`src/rtl/neg_conv_pipe.sv`:
```
// Multi-lane pass/negate/abs converter with a valid/ready pipeline of STAGES slots.
// Results are one bit wider than the operands, so no mode can overflow.
module neg_conv_pipe #(
    parameter int WIDTH     = 8,
    parameter int LANES     = 4,
    parameter int STAGES    = 2,
    parameter int SIGNED_IN = 1
) (
    input  logic                       clk,
    input  logic                       rst_n,
    input  logic                       flush_i,
    input  logic                       in_valid_i,
    output logic                       in_ready_o,
    input  logic [LANES*WIDTH-1:0]     data_i,
    input  logic [1:0]                 mode_i,
    input  logic [LANES-1:0]           neg_mask_i,
    output logic                       out_valid_o,
    input  logic                       out_ready_i,
    output logic [LANES*(WIDTH+1)-1:0] data_o,
    output logic [LANES-1:0]           zero_o,
    output logic [LANES-1:0]           sign_o
);

    localparam int OW = WIDTH + 1;
    localparam int DW = LANES * OW;

    logic [DW-1:0]    conv_data;
    logic [LANES-1:0] conv_zero;
    logic [LANES-1:0] conv_sign;
    logic [WIDTH-1:0] lane_x;
    logic [OW-1:0]    lane_ext;
    logic [OW-1:0]    lane_neg;
    logic [OW-1:0]    lane_res;

    // Copy up to and including the first set bit, invert everything above.
    function automatic logic [OW-1:0] negate(input logic [OW-1:0] v);
        logic          seen;
        logic [OW-1:0] r;
        seen = 1'b0;
        r    = '0;
        for (int i = 0; i < OW; i++) begin
            r[i] = seen ? ~v[i] : v[i];
            seen = seen | v[i];
        end
        return r;
    endfunction

    always_comb begin
        conv_data = '0;
        conv_zero = '0;
        conv_sign = '0;
        lane_x    = '0;
        lane_ext  = '0;
        lane_neg  = '0;
        lane_res  = '0;
        for (int k = 0; k < LANES; k++) begin
            lane_x   = data_i[k*WIDTH +: WIDTH];
            lane_ext = (SIGNED_IN != 0) ? {lane_x[WIDTH-1], lane_x}
                                        : {1'b0, lane_x};
            lane_neg = negate(lane_ext);
            case (mode_i)
                2'b00:   lane_res = lane_ext;
                2'b01:   lane_res = lane_neg;
                2'b10:   lane_res = lane_ext[WIDTH] ? lane_neg : lane_ext;
                2'b11:   lane_res = neg_mask_i[k] ? lane_neg : lane_ext;
                default: lane_res = lane_ext;
            endcase
            conv_data[k*OW +: OW] = lane_res;
            conv_zero[k]          = (lane_res == '0);
            conv_sign[k]          = lane_res[WIDTH];
        end
    end

    logic [STAGES-1:0] valid_q, valid_d;
    logic [STAGES:0]   nready;
    logic [STAGES-1:0] src_valid;
    logic [DW-1:0]     src_data [STAGES];
    logic [LANES-1:0]  src_zero [STAGES];
    logic [LANES-1:0]  src_sign [STAGES];
    logic [DW-1:0]     data_q   [STAGES];
    logic [DW-1:0]     data_d   [STAGES];
    logic [LANES-1:0]  zero_q   [STAGES];
    logic [LANES-1:0]  zero_d   [STAGES];
    logic [LANES-1:0]  sign_q   [STAGES];
    logic [LANES-1:0]  sign_d   [STAGES];
    logic              accept;
    logic              load;

    assign in_ready_o = nready[0] & ~flush_i & rst_n;
    assign accept     = in_valid_i & in_ready_o;

    always_comb begin
        nready[STAGES] = out_ready_i;
        for (int s = STAGES - 1; s >= 0; s--) begin
            nready[s] = ~valid_q[s] | nready[s+1];
        end
    end

    always_comb begin
        src_valid[0] = accept;
        src_data[0]  = conv_data;
        src_zero[0]  = conv_zero;
        src_sign[0]  = conv_sign;
        for (int s = 1; s < STAGES; s++) begin
            src_valid[s] = valid_q[s-1];
            src_data[s]  = data_q[s-1];
            src_zero[s]  = zero_q[s-1];
            src_sign[s]  = sign_q[s-1];
        end
    end

    // Data regs only load when a beat actually moves in, so they act as clock enables.
    always_comb begin
        valid_d = valid_q;
        load    = 1'b0;
        for (int s = 0; s < STAGES; s++) begin
            load       = nready[s] & src_valid[s] & ~flush_i;
            valid_d[s] = flush_i ? 1'b0 : (nready[s] ? src_valid[s] : valid_q[s]);
            data_d[s]  = load ? src_data[s] : data_q[s];
            zero_d[s]  = load ? src_zero[s] : zero_q[s];
            sign_d[s]  = load ? src_sign[s] : sign_q[s];
        end
    end

    always_ff @(posedge clk or negedge rst_n) begin
        if (!rst_n) begin
            valid_q <= '0;
            for (int s = 0; s < STAGES; s++) begin
                data_q[s] <= '0;
                zero_q[s] <= '0;
                sign_q[s] <= '0;
            end
        end else begin
            valid_q <= valid_d;
            for (int s = 0; s < STAGES; s++) begin
                data_q[s] <= data_d[s];
                zero_q[s] <= zero_d[s];
                sign_q[s] <= sign_d[s];
            end
        end
    end

    assign out_valid_o = valid_q[STAGES-1];
    assign data_o      = data_q[STAGES-1];
    assign zero_o      = zero_q[STAGES-1];
    assign sign_o      = sign_q[STAGES-1];

endmodule

```
`config.mk`:
```
export PLATFORM = sky130hd
export DESIGN_NAME = neg_conv_pipe
export DESIGN_NICKNAME = d
export VERILOG_FILES = /design/src/rtl/neg_conv_pipe.sv
export SDC_FILE = /design/constraint.sdc
export NUM_CORES = 1
export LEC_CHECK = 0
export CAP_MARGIN = 30
export CORE_UTILIZATION = 30
export CTS_CLUSTER_SIZE = 24
export DETAILED_ROUTE_END_ITERATION = 10
export PLACE_DENSITY = 0.48
export SYNTH_ARGS = -nofsm -noshare
export SYNTH_HDL_FRONTEND = slang
export SYNTH_SLANG_ARGS = --single-unit
```
`constraint.sdc`:
```
create_clock -name clk -period 1.9 [get_ports clk]
set_input_delay 0.57 -clock clk [delete_from_list [all_inputs] [get_ports clk]]
set_output_delay 0.57 -clock clk [all_outputs]
set_load 0.03 [all_outputs]
```
==> summary.txt, run 1 <==
Routing
  • Avg WL per Cell: between 10 and 15 microns
  • First-pass detailed-route iteration total: 4
  • DR iter-0 viols: between 150 and 200
  • Via Count: ~4100
  • Vias/cell: 4.685
  • Residual DRC: 0
  • Antenna Nets Post-Route: 0
  • Routed WL: 12760 microns

Setup path
  • CP max FO: 3
  • Max incr delay on CP: 0.34 ns
  • R2r endpoint: data_o[8]$_DFFE_PN0P_
  • CP arrival: 2.54 ns
  • WP depth: 14
  • R2R cell count: 4
  • Slowest CP cell: o41ai_2
  • Crit path kind: in -> reg
  • Cells along the critical path: buf_12 -> inv_12 -> ha_4 -> ha_4 -> ha_4 -> ha_4 -> ha_4 -> ha_4 -> inv_2 -> ha_4 -> o21a_1 -> o221ai_2 -> nand4_1 -> o41ai_2
  • R2R Path Start: valid_q[1]$_DFFE_PN0P_
  • Crit path max-delay family: adder cells
  • Req. time, crit path: 2.15 ns
  • Reg2reg setup slack: 0.22 ns
  • CP Buf/Inv Count: 3
  • Nature of the critical path startpoint: input port
  • Critical Path Most Common Cell: ha_4
  • Crit. End Element: flop

STA
  • Final period util: 120.8%
  • Total Neg Setup Slack: -2.821 ns
  • RSZ-0062 raised after global routing: true
  • Fmax: 435.7 MHz
  • Tmin final: 2.295 ns
  • Max_slew headroom: around 54%
  • Skew final: 0.007231 ns
  • Count of final hold-check violations: 0
  • Worst setup margin: -0.3952 ns
  • Setup Viol. Count Final: 17
  • Measured slew at the worst slew-check pin: 0.6921 ns
  • Fin. max-slew vios: 0

Die
  • Core area: approximately 0.016 sq mm
  • Initial Utilization: between 30% and 40%
  • Die Wd: around 130 microns
  • Die area: between 0.015 and 0.02 sq mm
  • Row count: 46
  • Boundary pin count: 89
  • Die height: ~130 microns

Yosys
  • Synth area leader: dfrtp_1
  • Mean Syn Cell Area: 9.940 sq um
  • Synthesis-stage register bit count: between 80 and 90
  • Ranking of synthesized cells by area: dfrtp_1 41%, ha_1 8.0%, buf_4 6.1%, mux2_2 5.8%, nand2_1 4.2%
  • EDFF count, synth: 0
  • Syn Inst Count: about 500
  • Top cell type's share of synthesized area: roughly two fifths
  • Post-synth top cells: 82 x dfrtp_1, 56 x nand2_1, 41 x buf_4
  • Top_reg_cell synth: dfrtp_1
  • Post-synthesis net count: 579
  • Seq/Total Area, Yosys: approximately two fifths
  • Synth warnings: 0
  • Post-synth ARST share: 100.0%
  • Synth cell types: between 50 and 60
  • Most common cell in the synthesized netlist: dfrtp_1
  • Mapped cell area: about 0.005 sq mm

Pwr
  • Leakage: ~0.0036 uW
  • Sw Share: between 30% and 40%
  • P_int: between 4000 and 5000 uW
  • Net Sw Power: ~2100 uW
  • VDD IR max: 0.4179 mV
  • Clock Power Share: roughly 28%
  • PwrDens: around 830 mW/mm^2
  • Flop pwr share: approximately 37%
  • Comb pwr share: about 35%

Clock tree
  • Clk root buf: clkbuf_16
  • CTS clk-pin slew, worst paths: 0.06 ns
  • # H-tree levels: 3
  • CTS sink count: around 80
  • Num CTS Buffers: 9
  • CTS tree: built
  • Clock tree buffer depth: 2
  • CTS Hold Bufs: 0
  • Clock Latency Late Sink: between 0.3 and 0.4 ns

GRT
  • First-pass GRT wire length: around 22000 microns
  • Initial antenna violation count: 0
  • Vias in the first global route: around 4200
  • Largest net degree at the start of global routing: between 50 and 60
  • Total Routing Usage GR: between 10% and 20%
  • Overflow after GRT: 0

Job
  • Max Cap Violations: 0

Cells and area
  • Fraction of layout cells with a size suffix above 1: about two fifths
  • Fin util: between 40 and 50%
  • Area of the multi-input gates: between 0.002 and 0.003 sq mm
  • Sequential cell area: 0.002052 sq mm
  • N_diodes: 0
  • # nets final: 728
  • Synthesis-to-layout area growth: 51.35%
  • Fill cells: approximately 1500

Outcome
  • Status: complete, but fails checks
  • Failing checks: setup timing

Placed design
  • HPWL Detailed: 9843 microns
  • Final GP Congestion: about 0.79
  • Port Buffer Count: about 90

Worst hold path
  • Hold Crit Class: in -> async
-- layout by cell type, fill, tap and decap left out, drive strengths merged, types with 6 or more instances in the layout --
master	synthesis	routed
a21oi	6	6
nand3	6	6
nand2b	7	7
a22o	10	10
o21ai	45	45
clkdlybuf4s50	0	19
ha	32	32
dfrtp	82	82
dlygate4sd2	0	51
nor2b	7	7
mux2	42	42
clkbuf	10	15
a211oi	9	9
mux2i	12	12
inv	39	39
nand2	56	56
buf	56	127
nor2	18	18
-- power groups by stage --
stage | Clock (uW) | Sequential [uW] | Combinational, uW
finish | 1720 | 2320 | 2210
global route | 1870 | 2390 | 2390
CTS | 1780 | 2340 | 2210
detailed placement | 0 | 2380 | 2360
global placement | 0 | 2370 | 2330
floorplan | 0 | 2310 | 1690
-- routing by layer --
metal	part of all wire, %	up-vias	track usage [%]
met1	47	1950	20.60
li1	-	2062	-
met3	4.4	16	4.707
met4	1.4	0	5.163
met5	0	-	0
met2	47	67	25.09
-- kinds of logic (layout without fill, tap and decap cells) --
logic type               count (synthesis)  after routing  share of synthesized area (%)
AO/OA/AOI/OAI                          118            118                          16.93
adder cells (fa/ha/maj)                 32             32                          7.992
buffers and inverters                  105            259                          11.56
flip-flops                              82             82                          40.96
multiplexers                            54             54                          11.84
AND/OR/NAND/NOR                        113            113                          10.71
-- worst max path at each step --
stage / slack (ns) / from / end
floorplan: -0.50 / data_i[25] / src_zero[3]$_DFFE_PN0P_
global placement: -1.19 / data_i[25] / src_zero[3]$_DFFE_PN0P_
detailed placement: -1.26 / data_i[1] / src_zero[0]$_DFFE_PN0P_
CTS: -0.60 / data_i[16] / src_zero[2]$_DFFE_PN0P_
global route: -0.51 / data_i[25] / src_zero[3]$_DFFE_PN0P_
finish: -0.40 / data_i[25] / src_zero[3]$_DFFE_PN0P_
-- through the flow --
stage	area [sq um]	hold slack, ns	std cells	power (uW)	setup slack, ns
2_1_floorplan	5482	0.2744	504	4007	-0.5027
3_3_place_gp	7061	0.4601	848	4699	-1.194
3_5_place_dp	7061	0.4673	848	4738	-1.255
4_1_cts	7448	0.2681	873	6327	-0.5967
5_1_grt	7582	0.2876	874	6647	-0.5051
6_report	7582	0.2618	874	6259	-0.3952
-- repair_timing --
item / 4_1_cts / 5_1_grt
pin swaps: 56 / 41
resized for setup: 125 / 49
buffers inserted: 13 / 7
setup endpoints to repair: 78 / 26
-- state kept, by name (all words and copies together) (netlist names) --
register / count
data_o: 36
src_zero: 4
data_q: 36
valid_q: 2
zero_o: 4
-- layout make-up --
class | instances | share of cell area, %
Clock buffer | 12 | 3.515
Clock inverter | 4 | 0.4455
Inverter | 39 | 3.119
Multi-Input combinational cell | 317 | 38.51
Sequential cell | 82 | 27.06
Tap cell | 216 | 3.564
Timing Repair Buffer | 204 | 23.78
Note: power is estimated with default switching activity, not from simulation.
==> inputs of run 2 (changes only) <==
--- a/config.mk
+++ b/config.mk
@@ -10,6 +10,7 @@
 export CTS_CLUSTER_SIZE = 24
 export DETAILED_ROUTE_END_ITERATION = 10
 export PLACE_DENSITY = 0.48
+export RECOVER_POWER = 50
 export SYNTH_ARGS = -nofsm -noshare
 export SYNTH_HDL_FRONTEND = slang
 export SYNTH_SLANG_ARGS = --single-unit
==> run 2 against run 1 <==
Combinational power barely moved. Register-to-register slack got worse by 0.18 ns. Non-clock buffer count did not move. Flip-flop and latch count did not move. Critical endpoint unchanged. Highest routed layer unchanged. Clock skew barely moved. Critical path type unchanged. Largest power group unchanged. Sequential power barely moved. Routed wire length fell by 0.16%. The run still ends with setup timing left. Design area fell by 0.92%. Clock power barely moved. Die area did not move. First-iteration DRC count rose by 19%. Sequential share of layout area rose by 0.25 points.
==> summary.txt, run 2 (synthesis gave the netlist of run 1 again) <==
GRT
  • Global Route met3 Usage: 4.707% (unchanged)
  • First-pass GRT wire length: 21690 microns (unchanged)
  • GR Util met1: 20.60% (unchanged)
  • Initial antenna violation count: 0 (unchanged)
  • Vias in the first global route: 4214 (unchanged)
  • Gr busiest metal: met2
  • Overflow after GRT: 0 (unchanged)
  • Largest net degree at the start of global routing: 54 (unchanged)
  • Grt met2 use: 25.09% (unchanged)
  • Total Routing Usage GR: 15.86% (unchanged)

Pwr
  • PwrDens: 830.7 mW/mm^2 (+0.63%)
  • VDD IR max: 0.4139 mV (-0.95%)
  • Leakage: 0.003548 uW (-0.97%)

Setup path
  • CP max FO: 3 (unchanged)
  • Crit. End Element: flop
  • Req. time, crit path: 2.15 ns (about the same)
  • CP arrival: 2.54 ns (about the same)
  • Crit path kind: in -> reg
  • Nature of the critical path startpoint: input port
  • Critical path origin: data_i[25]
  • R2R Path Start: valid_q[1]$_DFFE_PN0P_

Cells and area
  • Most common cell after layout, fill and taps aside: buf_4
  • # nets final: 728 (unchanged)
  • Most frequent cells in the layout: 105 x buf_4, 82 x dfrtp_1, 55 x nand2_1
  • Fill cells: 1555 (+0.71%)
  • Synthesis-to-layout area growth: 49.95%
  • Sequential cell area: 0.002052 sq mm (unchanged)
  • Area of the multi-input gates: 0.002920 sq mm (unchanged)
  • N_diodes: 0 (unchanged)
  • Fraction of layout cells with a size suffix above 1: 40.12% (-0.30 points)

Routing
  • Residual DRC: 0 (unchanged)
  • Via Count: 4098 (+0.073%)
  • Vias/cell: 4.689 (about the same)
  • Routed WL: 12740 microns (-0.16%)
  • First-pass detailed-route iteration total: 4 (unchanged)
  • DR iter-0 viols: 191 (+19%)
  • Antenna Nets Post-Route: 0 (unchanged)
  • Avg WL per Cell: 14.58 microns (-0.16%)

STA
  • Worst setup margin: -0.3953 ns (-0.00006000 ns)
  • Tmin final: 2.295 ns (+0.00006000 ns)
  • WHS: 0.4751 ns (+0.2134 ns)
  • Count of final hold-check violations: 0 (unchanged)
  • Max_slew headroom: 10.42% (-43 points)
  • Measured slew at the worst slew-check pin: 1.344 ns (+0.6515 ns)
  • Fmax: 435.7 MHz (about the same)
  • Skew final: 0.007494 ns (+0.0002626 ns)
  • RSZ-0062 raised after global routing: true
  • Total Neg Setup Slack: -2.887 ns (-0.06517 ns)
  • Fin. max-slew vios: 0 (unchanged)
  • Setup Viol. Count Final: 17 (unchanged)
  • Final period util: 120.8% (about the same)

Die
  • Die Wd: 131.2 microns (unchanged)
  • Initial Utilization: 31.09% (unchanged)
  • Die height: 131.2 microns (unchanged)
  • Core area: 0.01612 sq mm (unchanged)
  • Die area: 0.01722 sq mm (unchanged)
  • Boundary pin count: 89 (unchanged)
  • Row count: 46 (unchanged)

Placed design
  • HPWL Detailed: 9843 microns (unchanged)
  • Port Buffer Count: 88 (unchanged)
  • Final GP Congestion: 0.7933 (unchanged)

Clock tree
  • Clock Latency Late Sink: 0.35 ns (about the same)
  • CTS Hold Bufs: 0 (unchanged)
  • # H-tree levels: 3 (unchanged)
  • CTS sink count: 82 (unchanged)
  • Num CTS Buffers: 9 (unchanged)
  • CTS tree: built
  • Clock tree buffer depth: 2 (unchanged)
  • CTS clk-pin slew, worst paths: 0.06 ns (about the same)
  • Clk root buf: clkbuf_16

Worst hold path
  • Hold Crit Class: reg -> reg
  • Hold_sp: data_q[55]$_DFFE_PN0P_

Outcome
  • Failing checks: setup timing
  • Status: complete, but fails checks

Job
  • Max Cap Violations: 0 (unchanged)
## run 2: path summary, 6_finish.rpt
path / endpoint / slack [ns] / cells after the start
worst max-delay path: src_zero[3]$_DFFE_PN0P_ / -0.40 / 14
max in group asynchronous: data_o[8]$_DFFE_PN0P_ / 0.34 / 2
worst max register to register: data_o[8]$_DFFE_PN0P_ / 0.04 / 4
min in group asynchronous: data_o[28]$_DFFE_PN0P_ / 0.51 / 2
worst min-delay path: data_q[55]$_DFFE_PN0P_ / 0.48 / 2
worst min register to register: data_q[55]$_DFFE_PN0P_ / 0.48 / 2
## run 2: final cells by class
class                      instances  area share, %
clock inverter                     4         0.4497
inverter                          39          3.148
clock buffer                      12          3.548
timing repair buffer             204          23.07
tap                              216          3.598
multi-input combinational        317          38.87
sequential                        82          27.32
## run 2: critical path, cell delays in order
cell      delay, ns
buf_12         0.11
inv_12         0.04
ha_4           0.14
ha_4           0.14
ha_4           0.13
ha_4           0.13
ha_4           0.14
ha_4           0.13
inv_2          0.04
ha_4           0.15
o21a_1         0.17
o221ai_2       0.18
nand4_1        0.13
o41ai_2        0.34
## run 2: metrics by stage
stage          power (uW)  cells  area (sq um)  setup WS (ns)  util [%]
2_1_floorplan        4007    504          5482        -0.5027         -
3_3_place_gp         4699    848          7061         -1.194     43.81
3_5_place_dp         4738    848          7061         -1.255     43.81
4_1_cts              6327    873          7448        -0.5967     46.22
5_1_grt              6632    874          7512        -0.5051     46.61
6_report             6241    874          7512        -0.3953     46.61
## run 2: repair_timing
item | 4_1_cts | 5_1_grt
pin swaps | 56 | 41
buffers inserted | 13 | 7
setup endpoints to repair | 78 | 26
gates resized for setup | 125 | 49
## run 2: metal layers
metal / up-vias / wire length (microns)
li1: 2061 / -
met2: 71 / 5996
met5: - / 0
met3: 15 / 559
met1: 1951 / 5990
met4: 0 / 195
## run 2: where the power goes
part           leakage (uW)  switching, uW  internal (uW)
sequential          0.00105            185           2140
combinational       0.00236           1240            963
clock              0.000145            716           1000
==> inputs of run 3 (changes only) <==
--- a/config.mk
+++ b/config.mk
@@ -7,6 +7,7 @@
 export LEC_CHECK = 0
 export CAP_MARGIN = 30
 export CORE_UTILIZATION = 30
+export CTS_CLUSTER_DIAMETER = 50
 export CTS_CLUSTER_SIZE = 24
 export DETAILED_ROUTE_END_ITERATION = 10
 export PLACE_DENSITY = 0.48
==> results of run 3 <==
Same layout as run 2: the final DEF is identical, and so are final timing and power.
